===== src/rtl/frame_mem_arbiter_if.sv =====
// Shared-memory bus bundle for frame_mem_arbiter.
// Carries the CPU request/acknowledge handshake and the single data-memory
// port that the CPU and the display prefetcher take turns on.
//   slave  : the arbiter side (takes CPU requests, drives the memory port)
//   master : the environment side (the CPU and the memory itself)
interface frame_mem_arbiter_if #(
  parameter int ADDR_W = 19
) ();
  // CPU handshake
  logic              cpu_req;
  logic              cpu_we;
  logic [ADDR_W-1:0] cpu_addr;
  logic [31:0]       cpu_wdata;
  logic              cpu_ack;
  logic [31:0]       cpu_rdata;
  // Data-memory port: combinational read, write on the clock edge
  logic [ADDR_W-1:0] mem_addr;
  logic              mem_we;
  logic [31:0]       mem_wdata;
  logic [31:0]       mem_rdata;

  modport slave (
    input  cpu_req, cpu_we, cpu_addr, cpu_wdata, mem_rdata,
    output cpu_ack, cpu_rdata, mem_addr, mem_we, mem_wdata
  );

  modport master (
    output cpu_req, cpu_we, cpu_addr, cpu_wdata, mem_rdata,
    input  cpu_ack, cpu_rdata, mem_addr, mem_we, mem_wdata
  );
endinterface


===== src/rtl/frame_mem_arbiter.sv =====
// Frame-buffer memory arbiter for a 640x480 grayscale VGA display.
// A single memory port is shared between a display prefetcher (which keeps a
// small word FIFO topped up) and a CPU. Each active raster cycle consumes one
// byte of the FIFO head word, LSB first.
// Ports:
//   clk, rst_n                     clock, asynchronous active-low reset
//   H_Count_Value, V_Count_Value   raster position from the VGA sync generator
//   pix_out, pix_valid             registered pixel stream
//   underrun                       sticky flag: a pixel was needed with FIFO empty
//   bus                            CPU handshake + shared memory port (slave side)
module frame_mem_arbiter #(
  parameter int ADDR_W      = 19,
  parameter int FRAME_WORDS = 76800,
  parameter int FIFO_DEPTH  = 4,
  parameter int LOW_WATER   = 2
) (
  input  logic       clk,
  input  logic       rst_n,
  input  logic [9:0] H_Count_Value,
  input  logic [9:0] V_Count_Value,
  output logic [7:0] pix_out,
  output logic       pix_valid,
  output logic       underrun,
  frame_mem_arbiter_if.slave bus
);
  localparam int PTR_W = (FIFO_DEPTH > 1) ? $clog2(FIFO_DEPTH) : 1;
  localparam int LVL_W = $clog2(FIFO_DEPTH + 1);
  localparam logic [LVL_W-1:0]  LOW_LVL   = LVL_W'(LOW_WATER);
  localparam logic [LVL_W-1:0]  FULL_LVL  = LVL_W'(FIFO_DEPTH);
  localparam logic [PTR_W-1:0]  LAST_SLOT = PTR_W'(FIFO_DEPTH - 1);
  localparam logic [ADDR_W-1:0] LAST_WORD = ADDR_W'(FRAME_WORDS - 1);

  typedef enum logic [1:0] {
    GNT_NONE = 2'd0,
    GNT_DISP = 2'd1,
    GNT_CPU  = 2'd2
  } grant_e;

  grant_e            grant;
  logic [31:0]       fifo_q [FIFO_DEPTH];
  logic [PTR_W-1:0]  rd_ptr_q, wr_ptr_q;
  logic [LVL_W-1:0]  level_q, level_d;
  logic [1:0]        byte_idx_q;
  logic [ADDR_W-1:0] fetch_ptr_q, fetch_ptr_d;
  logic [7:0]        pix_out_q;
  logic              pix_valid_q, underrun_q, cpu_ack_q;
  logic [31:0]       cpu_rdata_q;
  logic [31:0]       head_shifted;
  logic              active, frame_sync, fifo_empty, push, consume, pop;

  function automatic logic [PTR_W-1:0] ptr_inc(input logic [PTR_W-1:0] p);
    return (p == LAST_SLOT) ? '0 : p + 1'b1;
  endfunction

  assign active     = (H_Count_Value < 10'd640) && (V_Count_Value < 10'd480);
  assign frame_sync = (H_Count_Value == 10'd0) && (V_Count_Value == 10'd480);
  assign fifo_empty = (level_q == '0);

  // Grant is decided from the current FIFO level and CPU state and takes
  // effect in the same cycle, so a fill stops exactly when the FIFO is full.
  // NOTE: every signal assigned in an always_comb gets a default first, so no
  // path can leave it unassigned and infer a latch.
  always_comb begin
    grant = GNT_NONE;
    if (!rst_n)                          grant = GNT_NONE;
    else if (level_q < LOW_LVL)          grant = GNT_DISP;
    else if (bus.cpu_req && !cpu_ack_q)  grant = GNT_CPU;
    else if (level_q != FULL_LVL)        grant = GNT_DISP;
  end

  always_comb begin
    bus.mem_addr  = '0;
    bus.mem_we    = 1'b0;
    bus.mem_wdata = '0;
    unique case (grant)
      GNT_DISP: bus.mem_addr = fetch_ptr_q;
      GNT_CPU: begin
        bus.mem_addr  = bus.cpu_addr;
        bus.mem_we    = bus.cpu_we;
        bus.mem_wdata = bus.cpu_wdata;
      end
      default: ;
    endcase
  end

  // A display fetch in the frame-sync cycle is dropped: the FIFO is flushed.
  assign push    = (grant == GNT_DISP) && !frame_sync;
  assign consume = active && !fifo_empty;
  assign pop     = consume && (byte_idx_q == 2'd3);

  assign head_shifted = fifo_q[rd_ptr_q] >> {byte_idx_q, 3'b000};

  always_comb begin
    level_d = level_q;
    unique case ({push, pop})
      2'b10:   level_d = level_q + 1'b1;
      2'b01:   level_d = level_q - 1'b1;
      default: level_d = level_q;
    endcase
    fetch_ptr_d = fetch_ptr_q;
    if (grant == GNT_DISP)
      fetch_ptr_d = (fetch_ptr_q == LAST_WORD) ? '0 : fetch_ptr_q + 1'b1;
  end

  // NOTE: state registers use non-blocking assignments so every register
  // samples the pre-edge value of every other, independent of block order.
  always_ff @(posedge clk or negedge rst_n) begin
    if (!rst_n) begin
      rd_ptr_q    <= '0;
      wr_ptr_q    <= '0;
      level_q     <= '0;
      byte_idx_q  <= '0;
      fetch_ptr_q <= '0;
      pix_out_q   <= '0;
      pix_valid_q <= 1'b0;
      underrun_q  <= 1'b0;
      cpu_ack_q   <= 1'b0;
      cpu_rdata_q <= '0;
    end else begin
      cpu_ack_q <= (grant == GNT_CPU);
      if ((grant == GNT_CPU) && !bus.cpu_we) cpu_rdata_q <= bus.mem_rdata;

      // An empty-FIFO active cycle still emits a (black) pixel but does not
      // advance the byte index, so the stream resumes on the byte it owed.
      pix_valid_q <= active;
      pix_out_q   <= consume ? head_shifted[7:0] : 8'd0;
      if (active && fifo_empty) underrun_q <= 1'b1;

      if (frame_sync) begin
        rd_ptr_q    <= '0;
        wr_ptr_q    <= '0;
        level_q     <= '0;
        byte_idx_q  <= '0;
        fetch_ptr_q <= '0;
      end else begin
        if (push)    wr_ptr_q   <= ptr_inc(wr_ptr_q);
        if (pop)     rd_ptr_q   <= ptr_inc(rd_ptr_q);
        if (consume) byte_idx_q <= byte_idx_q + 2'd1;
        level_q     <= level_d;
        fetch_ptr_q <= fetch_ptr_d;
      end
    end
  end

  // NOTE: the FIFO storage is deliberately not reset; level and pointers
  // define which entries are valid, so stale data is never observed.
  always_ff @(posedge clk) begin
    if (push) fifo_q[wr_ptr_q] <= bus.mem_rdata;
  end

  assign pix_out       = pix_out_q;
  assign pix_valid     = pix_valid_q;
  assign underrun      = underrun_q;
  assign bus.cpu_ack   = cpu_ack_q;
  assign bus.cpu_rdata = cpu_rdata_q;
endmodule


===== src/flat_wrapper.sv =====
// flat-port wrapper written by rule: the top's interface ports become plain ports
module frame_mem_arbiter_flat 
#(
  parameter int ADDR_W      = 19,
  parameter int FRAME_WORDS = 76800,
  parameter int FIFO_DEPTH  = 4,
  parameter int LOW_WATER   = 2
)
  (clk, rst_n, H_Count_Value, V_Count_Value, pix_out, pix_valid, underrun, bus_cpu_req, bus_cpu_we, bus_cpu_addr, bus_cpu_wdata, bus_mem_rdata, bus_cpu_ack, bus_cpu_rdata, bus_mem_addr, bus_mem_we, bus_mem_wdata);
  frame_mem_arbiter_if #(.ADDR_W(ADDR_W)) bus_i ();
  input  logic clk;
  input  logic rst_n;
  input  logic [9:0] H_Count_Value;
  input  logic [9:0] V_Count_Value;
  output logic [7:0] pix_out;
  output logic pix_valid;
  output logic underrun;
  input wire logic [$bits(bus_i.cpu_req)-1:0] bus_cpu_req;
  input wire logic [$bits(bus_i.cpu_we)-1:0] bus_cpu_we;
  input wire logic [$bits(bus_i.cpu_addr)-1:0] bus_cpu_addr;
  input wire logic [$bits(bus_i.cpu_wdata)-1:0] bus_cpu_wdata;
  input wire logic [$bits(bus_i.mem_rdata)-1:0] bus_mem_rdata;
  output wire logic [$bits(bus_i.cpu_ack)-1:0] bus_cpu_ack;
  output wire logic [$bits(bus_i.cpu_rdata)-1:0] bus_cpu_rdata;
  output wire logic [$bits(bus_i.mem_addr)-1:0] bus_mem_addr;
  output wire logic [$bits(bus_i.mem_we)-1:0] bus_mem_we;
  output wire logic [$bits(bus_i.mem_wdata)-1:0] bus_mem_wdata;
  assign bus_i.cpu_req = bus_cpu_req;
  assign bus_i.cpu_we = bus_cpu_we;
  assign bus_i.cpu_addr = bus_cpu_addr;
  assign bus_i.cpu_wdata = bus_cpu_wdata;
  assign bus_i.mem_rdata = bus_mem_rdata;
  assign bus_cpu_ack = bus_i.cpu_ack;
  assign bus_cpu_rdata = bus_i.cpu_rdata;
  assign bus_mem_addr = bus_i.mem_addr;
  assign bus_mem_we = bus_i.mem_we;
  assign bus_mem_wdata = bus_i.mem_wdata;
  frame_mem_arbiter #(.ADDR_W(ADDR_W), .FRAME_WORDS(FRAME_WORDS), .FIFO_DEPTH(FIFO_DEPTH), .LOW_WATER(LOW_WATER)) u_core (.clk(clk), .rst_n(rst_n), .H_Count_Value(H_Count_Value), .V_Count_Value(V_Count_Value), .pix_out(pix_out), .pix_valid(pix_valid), .underrun(underrun), .bus(bus_i));
endmodule

===== config.mk =====
export PLATFORM = sky130hd
export DESIGN_NAME = frame_mem_arbiter_flat
export DESIGN_NICKNAME = d
export VERILOG_FILES = /design/src/rtl/frame_mem_arbiter_if.sv /design/src/rtl/frame_mem_arbiter.sv /design/src/flat_wrapper.sv
export SDC_FILE = /design/constraint.sdc
export NUM_CORES = 1
export LEC_CHECK = 0
export BUFFER_PORTS_ARGS = -buffer_cell sky130_fd_sc_hd__buf_4
export CELL_PAD_IN_SITES_DETAIL_PLACEMENT = 0
export CELL_PAD_IN_SITES_GLOBAL_PLACEMENT = 1
export CORE_UTILIZATION = 40
export DETAILED_ROUTE_END_ITERATION = 12
export PLACE_DENSITY = 0.82
export SLEW_MARGIN = 10
export SYNTH_ARGS = -nofsm -noshare
export SYNTH_HDL_FRONTEND = slang
export SYNTH_SLANG_ARGS = --single-unit

===== constraint.sdc =====
create_clock -name clk -period 6.6 [get_ports clk]
set_input_delay 0.33 -clock clk [delete_from_list [all_inputs] [get_ports clk]]
set_output_delay 0.33 -clock clk [all_outputs]
set_load 0.05 [all_outputs]

# Word-level counts from Yosys, hierarchy flattened
# Memories as Yosys holds them, arrays and structs flattened.
# Cells that the tools add are included.
# classes
add_sub_neg	6
n_mul	0
div	0
magnitude_cmp	3
n_eq_ne	10
shift	1
n_mux	23
n_bitwise	0
n_reduce_logical	19
# op_table
op	n
2-to-1 mux 19 bit	3
one-hot mux 19 bit (2 select lines)	1
2-to-1 mux 32 bit	1
right shift 32 x 5 -> 8 bit	1
2-to-1 mux 2 bit	11
adder 19 x 1 -> 19 bit, second input constant	1
equality test 19 x 17 -> 1 bit, second input constant	1
equality test 10 x 9 -> 1 bit, second input constant	1
equality test 2 bit, second input constant	5
logical NOT 10 bit	1
< comparator 10 bit, second input constant	1
< comparator 10 x 9 -> 1 bit, second input constant	1
logical AND 1 bit	8
2-to-1 mux 8 bit	1
nonzero test 2 bit	4
adder 2 x 1 -> 2 bit, second input constant	3
one-hot mux 3 bit (2 select lines)	1
equality test 2 x 1 -> 1 bit, second input constant	2
logical NOT 1 bit	4
2-to-1 mux 1 bit	4
adder 3 x 1 -> 3 bit, second input constant	1
logical NOT 3 bit	1
< comparator 3 x 2 -> 1 bit, second input constant	1
2-to-1 mux 3 bit	1
other kinds (3)	3
# totals
reg_bits	71
latchBits	0
ram_bits	128
romBits	0
in_bits	107
elab_cells	73
n_memories	1
# memory_table
name	words	width	rd	rd_ports_with_merged_regs	write_ports	line	text
u_core.fifo_q	4	32	1	0	1	frame_mem_arbiter.sv:40	logic [31:0] fifo_q [FIFO_DEPTH];

# Longest topological paths before layout
# Gate-level depths: netlist (run 1).
# depth
ltp_word	10
depth_mapped	14

# Worst setup path before layout (run 1)
# No wires, ideal clock.
# synth_path
path_type	reg-to-reg
startpoint	register u_core.cpu_ack_q, in the netlist u_core.bus.cpu_ack
endpoint	memory u_core.fifo_q[1][0] (enable)
setup_ps	392
arrival_ps	2712
t_required_ps	6208
path_slack_ps	3496
stages_incl_launch_ff	9
path_cell_list	dfrtp_1 > nor2b_1 > nor2_1 > o21a_1 > ha_1 > clkbuf_1 > clkbuf_1 > clkbuf_1 > and3_1
# synth_between
elab_chain_len	9
# synth_lines
element	line	text
from (decl)	frame_mem_arbiter.sv:46	logic pix_valid_q, underrun_q, cpu_ack_q;
from (signal assigned)	frame_mem_arbiter.sv:120	cpu_ack_q <= (grant == GNT_CPU);
logical NOT 1 bit	frame_mem_arbiter.sv:67	else if (bus.cpu_req && !cpu_ack_q) grant = GNT_CPU;
logical AND 1 bit	frame_mem_arbiter.sv:67	
2-to-1 mux 2 bit	frame_mem_arbiter.sv:67	
2-to-1 mux 2 bit	frame_mem_arbiter.sv:66	else if (level_q < LOW_LVL) grant = GNT_DISP;
2-to-1 mux 2 bit	frame_mem_arbiter.sv:65	if (!rst_n) grant = GNT_NONE;
equality test 2 x 1 -> 1 bit	frame_mem_arbiter.sv:87	assign push = (grant == GNT_DISP) && !frame_sync;
logical AND 1 bit	frame_mem_arbiter.sv:87	
2-to-1 mux 1 bit	frame_mem_arbiter.sv:148	if (push) fifo_q[wr_ptr_q] <= bus.mem_rdata;
2-to-1 mux 1 bit (implied by the code)	frame_mem_arbiter.sv:148	
to (decl)	frame_mem_arbiter.sv:40	
# No other way between the ends.

# Worst setup path in the final report (run 1)
# layout_path
startpoint	input rst_n
endpoint	output bus_mem_addr[15]
# layout_between
elab_chain_len	3
elab_cells_between_ends	4
# layout_lines
element	line	text
from (decl)	flat_wrapper.sv:12	input logic rst_n;
2-to-1 mux 2 bit (*)	frame_mem_arbiter.sv:65	
equality test 2 bit / equality test 2 x 1 -> 1 bit (equally long branches)	frame_mem_arbiter.sv:75	unique case (grant)
one-hot mux 19 bit (2 select lines) (*)	frame_mem_arbiter.sv:75	
to (decl)	flat_wrapper.sv:25	output wire logic [$bits(bus_i.mem_addr)-1:0] bus_mem_addr;
# Every way passes the cells marked *; elsewhere a longest branch is shown, timed or not.

==> metrics, run 1 <==
die area roughly 22,000 um^2; Die Ht around 150 um; Post-synth EDFFs between 100 and 150; Routed WL slightly above 20,000 um; top post-synthesis cells by area edfxtp_1, dfrtp_1, mux4_2; outcome complete, no violations; sequential share of the synthesized area 0.6602; Root Buffer clkbuf_16; Synth Flop Type edfxtp_1; DP HPWL roughly 14,000 um; CP endpoint kind primary output; Max Cap Viol 0; DP Area between 10,000 and 15,000 um^2; class of the worst hold path in2reg; CTS tree done; postcts setup bufs 0; Final Max Tran Viols 0; Clock Tree Buf Depth 2; wire per inst 19.37 um; via/cell ratio around 5.3; crit path DAT ~2600 ps; Psw between 1.5 and 2 mW; Antenna Nets Post-Route 0; first-pass GRT wire length ~31,000 um; P_leak roughly 4.3 nW; Final #Nets 873; global placement routability congestion just under 0.8; Buffers on Ports 201; final hold vios 0; CP required around 6300 ps; combinational group share of total power 0.385; Async SR Flop Fraction 0.3568; clk_lat worst skew approximately 430 ps; most frequent cells in the layout buf_4, edfxtp_1, dfrtp_1, nor2_1, and2_1; Synth top area share 0.4515; chip width 147.9 um; Fmax roughly 0.35 GHz; clock share of power 0.222; CTS Buf Count 17; global route overflow 0; cells after synthesis 557; n_diodes 0; Clk pin slew, worst setup/hold paths 70 ps; Initial Util 0.4063; critical-path maximum fanout between 50 and 60; Worst Clk Skew 9.250 ps; io pins 202; Synth area leader edfxtp_1; Synth Register Bits between 150 and 200; Switching Share 0.3788; # H-tree levels 4; Syn Area/Cell between 15 and 20 um^2; Final Cell Area between 10,000 and 15,000 um^2; clock sinks between 150 and 200; Vias roughly 5,500; fin crit period around 2900 ps; vias in the first global route 5,762; Ys Warns 0; commonest non-fill, non-tap cell in the layout buf_4; initial antenna violation count 0; setup TNS 0 ps; RSZ-0062 raised after global routing no; DRT iter0 DRCs between 400 and 500; syn nets approximately 680; Reg power frac 0.393; core area ~21,000 um^2; largest net degree at the start of global routing 65; CP startpoint kind input pin; Finish-stage setup viols 0; peak supply drop ~0.00023 V; Netlist cell types 53; Power Density 419.9 nW/um^2; residual DRC count 0; actual slew at the worst max-slew pin around 1100 ps; row count 53; Int Power 2.844 mW; WS Path Type in2out; first-pass iteration count of the detailed router 5; synthesis-to-layout area growth 28.10%; relative slew slack 0.2913; global-route usage over all layers 0.1882; Final period util 0.4360; share of layout cells above drive strength 1 0.4049; Post-Synthesis Cell Area about 8500 um^2
## cells in the mapped netlist, types with 2 or more instances
master / number
mux4_2: 32
a211oi_1: 3
dfrtp_1: 71
a21oi_1: 14
or3_1: 2
and4_1: 5
xnor2_1: 6
and3_1: 5
mux2_2: 29
or2_2: 3
nor4_1: 3
o21ai_0: 5
o211ai_1: 5
nor2_1: 38
inv_1: 6
o21ai_1: 4
and2_1: 34
a22oi_1: 17
a31oi_1: 2
o21a_1: 3
nand4_1: 8
or4_1: 3
mux2_1: 4
ha_1: 10
or4b_1: 2
nor2b_1: 3
mux2i_1: 4
nand3_1: 4
o22ai_1: 14
or2_1: 2
nor3_1: 11
nand2b_1: 10
buf_1: 5
buf_2: 7
clkbuf_1: 21
nand2_1: 14
edfxtp_1: 128
xor2_1: 5
## area by class of cell
type                    count  area, um^2
flip-flops and latches    199        5620
well taps                 275       344.1
inverters                   6       22.52
fillers                  1772       10050
repair buffers            212        1594
clock buffers              18       429.2
clock inverters            14       150.1
multi-input cells         319        2745
## state kept, by name, indices dropped and copies added (netlist names)
register,count
u_core.fifo_q,128
u_core.bus.cpu_rdata,32
u_core.fetch_ptr_q,19
u_core.pix_out,8
u_core.level_q,3
u_core.byte_idx_q,2
u_core.rd_ptr_q,2
u_core.wr_ptr_q,2
u_core.bus.cpu_ack,1
u_core.pix_valid,1
u_core.underrun,1
## layer usage
layer	wire length, um	global-route usage	vias to the layer above
li1	-	-	2536
met1	8216	0.2395	2838
met5	0	0	-
met4	251	0.05979	0
met3	905	0.03858	21
met2	10830	0.3224	151
## cell families after synthesis
family	Yosys count	synth area share
AOI/OAI and AO/OA	74	0.05835
xor gates and xnor gates	11	0.01132
adders and majority gates	11	0.01705
buffers and inverters	39	0.01822
DFF	199	0.6602
muxes	69	0.1330
and+or+nand+nor	154	0.1019
## power by group through the flow
stage          clock network, mW  logic (mW)  registers (mW)
6_report                    1.02        1.76            1.80
2_1_floorplan                  0       0.847            2.19
3_5_place_dp                   0        1.77            1.83
5_1_grt                     1.09        1.88            1.83
3_3_place_gp                   0        1.74            1.80
4_1_cts                     1.04        1.78            1.80
## critical path, stage by stage
cell and delay [ps]:
dlygate4sd3_1 530, buf_4 210, nand2_1 60, or2_2 290
inv_1 60, ha_1 150, buf_4 380, a22oi_1 170
nor2_1 140, buf_4 220
## stage by stage
| step | cells | hold WS (ps) | setup slack, ps | utilization | power, mW |
|---|---|---|---|---|---|
| 6_report | 1043 | 77.31 | 3723 | 0.5204 | 4.579 |
| 5_1_grt | 1043 | 64.97 | 3523 | 0.5204 | 4.799 |
| 3_3_place_gp | 1010 | 168.9 | 3756 | 0.4923 | 3.542 |
| 2_1_floorplan | 557 | 34.41 | 3496 | - | 3.034 |
| 3_5_place_dp | 1010 | 176.1 | 3707 | 0.4923 | 3.601 |
| 4_1_cts | 1043 | 60.06 | 3736 | 0.5204 | 4.619 |
## repair_timing
action | in CTS | in global routing
hold buffers | 1 | 0
gates resized for setup | 0 | 0
hold endpoints to repair | 7 | 0
## path summary, 6_finish.rpt
kind	from	to	slack (ps)	cells after the start
max	rst_n	bus_mem_addr[15]	3720	10
min	V_Count_Value[9]	u_core.pix_valid	80	2
max reg2reg	u_core.level_q[1]	u_core.fetch_ptr_q[18]	3940	8
min reg2reg	u_core.underrun	u_core.underrun	480	1
max in group asynchronous	rst_n	u_core.bus.cpu_rdata[29]	5220	3
min in group asynchronous	rst_n	u_core.underrun	280	2
Power figures use the tool's default switching activity.
==> inputs of run 2 (changes only) <==
Settings changed: PLACE_DENSITY 0.82 to 0.85.
Clock period 6.6 ns to 2.5 ns, I/O delays scaled along.
==> run 2 against run 1 <==
- count of clock-buffer cells in the layout unchanged
- global-route usage down 0.083 points
- highest routed layer unchanged
- setup slack worse by 3600 ps
- sequential share of layout area down 2.7 points
==> metrics, run 2 (synthesized netlist as in run 1, its figures left out) <==
wire per inst ~18 um; Fmax roughly 0.43 GHz; P_leak 4.502 nW; slowest stage delay, CP about 430 ps; worst-path cell with the longest stage delay dfrtp_2; combinational group share of total power 0.401; # H-tree levels 4; Final period util 0.9348; Final #Nets ~900; Power Density approximately 1100 nW/um^2; clock sinks 199; clock share of power 0.215; die area between 20,000 and 25,000 um^2; DP HPWL 13,400 um; crit path DAT 2210 ps; CP startpoint kind flop; Final Cell Area 11,520 um^2; WS Path Type reg2out; RSZ-0062 raised after global routing no; first-pass iteration count of the detailed router 5; register area between 5000 and 6000 um^2; commonest non-fill, non-tap cell in the layout buf_4; Max Cap Viol 0; CP required 2380 ps; setup TNS 0 ps; Int Power between 7 and 8 mW; Worst Clk Skew around 8.8 ps; chip width 147.9 um; io pins just over 200; Fillers approximately 1,700; CP cell instances nor2b_4 > nand2_1 > or2_4 > inv_1 > ha_2 > buf_12 > a22oi_1 > nor2_2 > buf_4; via/cell ratio a little over 5; Initial Util 0.4063; Routed WL 19,800 um; fin crit period between 2000 and 2500 ps; Worst Path Buf+Inv 3; multi-input logic area between 2000 and 3000 um^2; relative slew slack 0.3999; n_diodes 0; Clk pin slew, worst setup/hold paths roughly 70 ps; Vias around 5,600; CP endpoint kind primary output; Worst setup startpoint u_core.bus.cpu_ack; residual DRC count 0; Buffers on Ports ~200; clk_lat worst skew between 400 and 500 ps; synthesis-to-layout area growth 35.35%; max reg flops between 100 and 150; DP Cell Count about 1,000; global-route usage over all layers 0.1874; Reg power frac 0.384; initial antenna violation count 0; Top reg by flops u_core.fifo_q; Root Buffer clkbuf_16; row count 53; outcome complete, no violations; Switching Share 0.3845; most frequent cells in the layout buf_4, edfxtp_1, dfrtp_1, dlygate4sd3_1, and2_1; CTS tree done; share of layout cells above drive strength 1 0.4270; global placement routability congestion ~0.81; final hold vios 0; largest net degree at the start of global routing between 60 and 70; CTS Buf Count 17; vias in the first global route 5,644; DP Area roughly 11,000 um^2; Die Ht about 150 um; DRT iter0 DRCs between 300 and 400; global route overflow 0; Critical R2R Launch u_core.level_q[1]; core area around 21,000 um^2; Crit path max-delay family simple AND/OR/NAND/NOR gates; actual slew at the worst max-slew pin between 900 and 1000 ps; critical-path maximum fanout 27; Psw ~4.7 mW; Clock Tree Buf Depth 2; Finish-stage setup viols 0; class of the worst hold path in2async; first-pass GRT wire length roughly 31,000 um; Antenna Nets Post-Route 0; Finished Layout Cells approximately 1,100; peak supply drop approximately 0.00054 V; Final Max Tran Viols 0; total power about 12 mW
## run 2: final timing paths
check                                      endpoint  slack [ps]  depth (start not counted)
max                                 bus_mem_addr[2]         160                          9
min                                 u_core.underrun          50                          2
max reg2reg                  u_core.fetch_ptr_q[18]         220                          7
min reg2reg                         u_core.underrun         470                          1
max in group asynchronous  u_core.bus.cpu_rdata[24]        1380                          3
min in group clk                    u_core.underrun          50                          3
## run 2: worst reg2reg max path, cell delays in order (launching register included)
cell	delay, ps
dfrtp_1	440
nor2_1	170
o21a_1	200
ha_4	190
nand4_1	240
nor3_1	340
or4b_1	460
a21oi_1	150
## run 2: stage by stage
stage | util | hold WS [ps] | worst slack (ps)
global placement | 0.5015 | -67.88 | -32.40
floorplan | - | -170.6 | -34.16
finish | 0.5499 | 49.54 | 163.1
detailed placement | 0.5015 | -66.58 | -62.78
CTS | 0.5465 | 28.56 | 4.497
global route | 0.5499 | 44.89 | 0.3022
## run 2: power groups by stage
stage | logic (mW) | registers [mW] | clock network, mW
final | 4.92 | 4.71 | 2.65
after global routing | 5.23 | 4.80 | 2.83
after CTS | 4.91 | 4.72 | 2.71
after detailed placement | 4.85 | 4.78 | 0
after global placement | 4.78 | 4.74 | 0
after floorplan | 2.33 | 5.77 | 0
## run 2: layout make-up
cell class,count,share of cell area
sequential,199,0.4879
multi-input combinational,319,0.2449
timing repair buffer,259,0.1850
clock buffer,18,0.03725
tap,275,0.02986
clock inverter,14,0.01314
inverter,6,0.001955
## run 2: per-layer routing
metal	track usage	part of all wire	up-vias	wire, um
met3	0.03302	0.034	13	669
met5	0	0	-	0
met4	0.04485	0.0081	0	161
met2	0.3066	0.51	113	10180
li1	-	-	2629	-
met1	0.2606	0.44	2840	8797
## run 2: what timing repair did
| action | CTS | global route |
|---|---|---|
| resized for setup | 3 | 8 |
| buffers inserted | 0 | 2 |
| gates cloned | 0 | 1 |
| endpoints found under the hold margin | 164 | 0 |
| hold buffers | 35 | 0 |
| endpoints found under the setup margin | 22 | 46 |
| pin swaps | 0 | 1 |
